**config.mk**
```make
export PLATFORM = sky130hd
export DESIGN_NAME = button_event_arbiter_flat
export DESIGN_NICKNAME = d
export VERILOG_FILES = /design/src/rtl/button_event_arbiter_if.sv /design/src/rtl/button_event_arbiter.sv /design/src/flat_wrapper.sv
export SDC_FILE = /design/constraint.sdc
export NUM_CORES = 1
export LEC_CHECK = 0
export CAP_MARGIN = 10
export CORE_MARGIN = 2
export CORE_UTILIZATION = 42
export CTS_CLUSTER_SIZE = 24
export DETAILED_ROUTE_END_ITERATION = 10
export GPL_TIMING_DRIVEN = 0
export MAX_ROUTING_LAYER = met4
export PLACE_DENSITY = 0.76
export SLEW_MARGIN = 30
export SYNTH_ARGS = -nofsm -noshare
export SYNTH_HDL_FRONTEND = slang
export SYNTH_SLANG_ARGS = --single-unit
```
**constraint.sdc**
```tcl
create_clock -name clock -period 1.2 [get_ports clock]
set_input_delay 0.18 -clock clock [delete_from_list [all_inputs] [get_ports clock]]
set_output_delay 0.18 -clock clock [all_outputs]
set_load 0.03 [all_outputs]
```
**src/rtl/button_event_arbiter_if.sv**
```systemverilog
// Event handshake between the button arbiter (master) and its consumer (slave).
// The consumer accepts the offered event when evt_valid and evt_ready are both
// high at a rising clock edge.
interface button_event_arbiter_if #(
   parameter int IDW = 2
);
   logic           evt_valid;
   logic [IDW-1:0] evt_id;
   logic           evt_ready;

   modport master (output evt_valid, output evt_id, input evt_ready);
   modport slave  (input evt_valid, input evt_id, output evt_ready);
endinterface

```
**src/rtl/button_event_arbiter.sv**
```systemverilog
// button_event_arbiter: latches rising edges of N_BTN button levels as pending
// requests and serializes them round-robin onto one valid/ready event channel.
// A press on a button that is already pending sets its sticky overrun bit.
// Optional feature macro: DEBOUNCE_EN (per-button stable-sample debouncer in
// front of the edge detector; absent by default).
module button_event_arbiter #(
   parameter int N_BTN           = 4,
   parameter int IDW             = 2,
   parameter int DEBOUNCE_CYCLES = 16
) (
   input  logic                       clock,
   input  logic                       reset,
   input  logic [N_BTN-1:0]           btn,
   button_event_arbiter_if.master     evt,
   output logic [N_BTN-1:0]           pending,
   output logic [N_BTN-1:0]           overrun,
   input  logic                       overrun_clr
);

   localparam logic [0:0] ST_IDLE  = 1'b0;
   localparam logic [0:0] ST_OFFER = 1'b1;

   logic [0:0]       r_state;
   logic             r_valid;
   logic [IDW-1:0]   r_id;
   logic [IDW-1:0]   r_ptr;
   logic [N_BTN-1:0] r_prev;
   logic [N_BTN-1:0] r_pending;
   logic [N_BTN-1:0] r_overrun;

   logic [N_BTN-1:0] w_lvl;
   logic [N_BTN-1:0] w_rise;
   logic [N_BTN-1:0] w_grant;
   logic [IDW-1:0]   w_pick;

`ifdef DEBOUNCE_EN
   localparam int DBW = $clog2(DEBOUNCE_CYCLES + 1);

   logic [N_BTN-1:0][DBW-1:0] r_db_cnt;
   logic [N_BTN-1:0]          r_deb;

   // Accept a new level only after it has differed from deb for DEBOUNCE_CYCLES samples
   always_ff @(posedge clock) begin
      if (reset) begin
         r_db_cnt <= '0;
         r_deb    <= '0;
      end else begin
         for (int i = 0; i < N_BTN; i++) begin
            if (btn[i] == r_deb[i]) begin
               r_db_cnt[i] <= '0;
            end else if (r_db_cnt[i] == DBW'(DEBOUNCE_CYCLES - 1)) begin
               r_deb[i]    <= btn[i];
               r_db_cnt[i] <= '0;
            end else begin
               r_db_cnt[i] <= r_db_cnt[i] + 1'b1;
            end
         end
      end
   end

   assign w_lvl = r_deb;
`else
   assign w_lvl = btn;
`endif

   assign w_rise = w_lvl & ~r_prev;

   // Round-robin pick: first set request scanning ptr, ptr+1, ... with wrap at N_BTN
   function automatic logic [IDW-1:0] f_rr_pick(input logic [N_BTN-1:0] req,
                                               input logic [IDW-1:0]   ptr);
      logic [IDW-1:0] sel;
      logic           found;
      int             idx;
      sel   = '0;
      found = 1'b0;
      for (int k = 0; k < N_BTN; k++) begin
         idx = (int'(ptr) + k) % N_BTN;
         if (!found && req[idx]) begin
            sel   = IDW'(idx);
            found = 1'b1;
         end
      end
      return sel;
   endfunction

   // Per-button grant decode and round-robin selection from the registered pending set
   always_comb begin
      w_grant = '0;
      for (int i = 0; i < N_BTN; i++) begin
         w_grant[i] = r_valid & evt.evt_ready & (r_id == IDW'(i));
      end
      w_pick = f_rr_pick(r_pending, r_ptr);
   end

   // Edge history, pending set/clear (a press coinciding with its grant is kept) and sticky overrun
   always_ff @(posedge clock) begin
      if (reset) begin
         r_prev    <= '0;
         r_pending <= '0;
         r_overrun <= '0;
      end else begin
         r_prev    <= w_lvl;
         r_pending <= (r_pending & ~w_grant) | w_rise;
         if (overrun_clr) begin
            r_overrun <= '0;
         end else begin
            r_overrun <= r_overrun | (w_rise & r_pending & ~w_grant);
         end
      end
   end

   // Offer FSM: select in IDLE, hold id/valid in OFFER until accepted, then advance ptr past the winner
   always_ff @(posedge clock) begin
      if (reset) begin
         r_state <= ST_IDLE;
         r_valid <= 1'b0;
         r_id    <= '0;
         r_ptr   <= '0;
      end else begin
         case (r_state)
            ST_IDLE: begin
               if (|r_pending) begin
                  r_id    <= w_pick;
                  r_valid <= 1'b1;
                  r_state <= ST_OFFER;
               end else begin
                  r_valid <= 1'b0;
               end
            end
            ST_OFFER: begin
               if (evt.evt_ready) begin
                  r_valid <= 1'b0;
                  r_ptr   <= (r_id == IDW'(N_BTN - 1)) ? '0 : r_id + 1'b1;
                  r_state <= ST_IDLE;
               end
            end
            default: begin
               r_state <= ST_IDLE;
               r_valid <= 1'b0;
            end
         endcase
      end
   end

   assign evt.evt_valid = r_valid;
   assign evt.evt_id    = r_id;
   assign pending       = r_pending;
   assign overrun       = r_overrun;

endmodule

```
**src/flat_wrapper.sv**
```systemverilog
// flat-port wrapper written by rule: the top's interface ports become plain ports
module button_event_arbiter_flat 
#(
   parameter int N_BTN           = 4,
   parameter int IDW             = 2,
   parameter int DEBOUNCE_CYCLES = 16
)
  (clock, reset, btn, pending, overrun, overrun_clr, evt_evt_valid, evt_evt_id, evt_evt_ready);
  button_event_arbiter_if #(.IDW(IDW)) evt_i ();
  input  logic clock;
  input  logic reset;
  input  logic [N_BTN-1:0] btn;
  output logic [N_BTN-1:0] pending;
  output logic [N_BTN-1:0] overrun;
  input  logic overrun_clr;
  output wire logic [$bits(evt_i.evt_valid)-1:0] evt_evt_valid;
  output wire logic [$bits(evt_i.evt_id)-1:0] evt_evt_id;
  input wire logic [$bits(evt_i.evt_ready)-1:0] evt_evt_ready;
  assign evt_evt_valid = evt_i.evt_valid;
  assign evt_evt_id = evt_i.evt_id;
  assign evt_i.evt_ready = evt_evt_ready;
  button_event_arbiter #(.N_BTN(N_BTN), .IDW(IDW), .DEBOUNCE_CYCLES(DEBOUNCE_CYCLES)) u_core (.clock(clock), .reset(reset), .btn(btn), .evt(evt_i), .pending(pending), .overrun(overrun), .overrun_clr(overrun_clr));
endmodule
```
==> flow_summary.toml <==
[routing]
route.detailed.drc = 0
vias = 687
drt_wl_total_um = 1682
m1WireLength_um = 752
drt_pre_antenna_iters = 4
ant_nets = 0
met2WireLength_um = 835
routed_wire_length_per_instance_um = 12.84
maxUsedRoutingLayer = "met4"
routed-wl-met3_um = 79
viasPerCell = 5.244
drtIter0Drc = 16

[setup_path]
worstSetupPathType = "primary input to register"
reg2reg_from = "u_core.r_ptr[1]"
critPathLaunch = "reset"
critical_path_arrival_ns = 1.32
cells_on_worst_reg2reg_path = 3
r2r_slack_ns = 0.09
crit_end = "u_core.evt.evt_id[0]"
reg2reg_to = "u_core.evt.evt_id[1]"
crit_path_max_fanout = 10
cp_data_required_time_ns = 1.39
cp-end-kind = "register"
setup.worst_path.start_class = "primary input"

[cells_and_area]
final_cell_count_no_fill = 131
antenna_cells = 0
finish.net_count = 119
drive_gt1_share_pct = 26.42
syn_to_final_growth_pct = 27.71
layout.cells.most_common_list = "sky130_fd_sc_hd__nor2b_1 (12), sky130_fd_sc_hd__dfxtp_1 (11), sky130_fd_sc_hd__buf_2 (9), sky130_fd_sc_hd__a21oi_1 (8), sky130_fd_sc_hd__nor2_1 (7)"
final_common_cell = "sky130_fd_sc_hd__nor2b_1"
finish.instance_area_mm2 = 0.001003

[pwr]
total_power_mw = 1.304
vdd.ir_drop.worst_v = 0.0007741
cellPowerDensity_mw_per_mm2 = 1300
static-leakage-power_nw = 0.4044

[status]
run_status = "finished, final reports clean"

[sta]
period_minus_slack_ns = 1.135
fin_worst_skew_ns = 0.003681
finalHoldViolCount = 0
rsz0062_at_grt = "no"
worst_pin_slew_ns = 0.3382
relSlewSlack_pct = 77.30
setup_viol = 0
fin_tns_setup_ns = 0
maxSlewViolCount = 0
clock.fmax_mhz = 881.3
hold_ws_ns = 0.2840
period_share_pct = 94.56

[clock_tree]
cts.path.max_buffers = 2
reg_clk_slew_reported_paths_ns = 0.10
cts-htree-levels = 1
cts_post_setup_buffers_inserted = 0
cts.sink_count = 18
postCtsHoldBufs = 0
clk-insertion-delay-late_ns = 0.28
cts_made_buffers = 3
cts_tree = "built"
clock_tree.root_cell = "sky130_fd_sc_hd__clkbuf_4"

[global_route]
grt_max_degree = 11
globalRoute.totalOverflow = 0
grt_pass1_vias = 639
grt_first_pass_wirelength_um = 2746
grt_usage_pct = 18.43
antenna_found_initial = 0

[synthesis]
post-synth-top-area-cell = "sky130_fd_sc_hd__dfxtp_1"
synth_cells = 85
synth.cell_area_um2 = 785.8
synthTopCellsByArea = "sky130_fd_sc_hd__dfxtp_1 (46%), sky130_fd_sc_hd__nor2b_1 (9.6%), sky130_fd_sc_hd__ha_1 (6.4%), sky130_fd_sc_hd__a21oi_1 (5.1%), sky130_fd_sc_hd__o41ai_2 (4.1%)"
register_area_share_after_synthesis_pct = 45.86
synth.top_cell.area_share_pct = 45.86
synth_nets = 97
synth_warn = 0
synthesis.area_per_instance_um2 = 9.244
ys_ff_latch = 18
yosysUniqueCellTypes = 24

[floorplan]
design.die.area_mm2 = 0.002233
floorplan.die.height_um = 47.26
placement_rows = 15
ioPinCount = 19
die_width_um = 47.26
coreArea_mm2 = 0.001745
initial_core_util_pct = 45.02

[placed_design]
placed_cells_incl_taps = 127
globalplace.congestion = 0.7707
dpl_cell_area_um2 = 993.5
dpl.hpwl_um = 1230
port-buffer-count = 17

[min_path]
worstHoldPathType = "primary input to register"
min_path_cells = 3

[run]
max_cap_viols = 0
## area by class of cell
type	count	area [µm²]
inverters	3	11.26
flip-flops and latches	18	379.1
repair buffers	17	121.4
clock buffers	4	36.28
well taps	25	31.28
multi-input cells	61	410.4
fillers	173	742.0
plain buffers	3	13.76
## worst max-delay path, stage by stage
cell                              delay (ns)
sky130_fd_sc_hd__clkdlybuf4s50_1        0.42
sky130_fd_sc_hd__buf_2                  0.20
sky130_fd_sc_hd__o21bai_1               0.19
sky130_fd_sc_hd__o41ai_2                0.33
## cells in the mapped netlist
cell type	n
sky130_fd_sc_hd__o21ai_0	2
sky130_fd_sc_hd__nor3_1	4
sky130_fd_sc_hd__nand3_1	5
sky130_fd_sc_hd__nand3b_1	1
sky130_fd_sc_hd__buf_2	1
sky130_fd_sc_hd__buf_1	1
sky130_fd_sc_hd__nand2b_1	1
sky130_fd_sc_hd__or2_4	1
sky130_fd_sc_hd__ha_1	4
sky130_fd_sc_hd__inv_1	3
sky130_fd_sc_hd__nor4_2	1
sky130_fd_sc_hd__mux2i_1	2
sky130_fd_sc_hd__o41ai_2	2
sky130_fd_sc_hd__nand2_1	3
sky130_fd_sc_hd__nor2b_1	12
sky130_fd_sc_hd__a311oi_1	1
sky130_fd_sc_hd__a21oi_1	8
sky130_fd_sc_hd__a31oi_1	4
sky130_fd_sc_hd__or2b_1	1
sky130_fd_sc_hd__nor2_1	7
sky130_fd_sc_hd__dfxtp_1	18
sky130_fd_sc_hd__o21bai_1	1
sky130_fd_sc_hd__clkbuf_1	1
sky130_fd_sc_hd__a211oi_1	1
## sequential cells by signal, indices dropped and copies added, names as in the netlist
register and cells:
u_core.r_prev 4, u_core.overrun 4, u_core.evt.evt_valid 1, u_core.pending 4, u_core.r_ptr 2, u_core.r_state 1
u_core.evt.evt_id 2
## per-layer routing
metal | global-route usage [%] | vias up
met5 | - | -
met4 | 7.778 | 0
met3 | 4.615 | 4
met2 | 29.46 | 19
met1 | 21.78 | 324
li1 | - | 340
## through the flow
stage / utilization [%] / worst slack, ns
2_1_floorplan: - / 0.007204
3_3_place_gp: 56.92 / -0.3187
3_5_place_dp: 56.92 / -0.3285
4_1_cts: 58.21 / 0.008404
5_1_grt: 57.49 / 0.01134
6_report: 57.49 / 0.06533
## cells by family after synthesis
logic type                 share of synthesized area, %
and+or+nand+nor                                   25.48
AOI/OAI and AO/OA                                 16.72
DFF                                               45.86
buffers and inverters                             3.024
adders and majority gates                         6.370
muxes                                             2.548
## how the worst min path moves through the flow
stage / startpoint / endpoint / slack (ns)
after CTS: evt_evt_ready / u_core.r_ptr[1] / 0.28
after global placement: u_core.r_ptr[1] / u_core.r_ptr[1] / 0.50
after global routing: evt_evt_ready / u_core.r_ptr[1] / 0.30
final: evt_evt_ready / u_core.r_ptr[1] / 0.28
after detailed placement: u_core.overrun[0] / u_core.overrun[0] / 0.51
after floorplan: overrun_clr / u_core.overrun[0] / 0.26
## report_power, final
part / internal (mW) / switching, mW
Combinational: 0.107 / 0.139
Clock: 0.184 / 0.177
Sequential: 0.639 / 0.0575
Total: 0.931 / 0.373
## repair_timing
action                     in CTS  in global routing
setup endpoints to repair      21                 12
pin swaps                       0                  1
hold endpoints to repair        0                  0
resized for setup              41                 14
(Power assumes the default switching activity.)
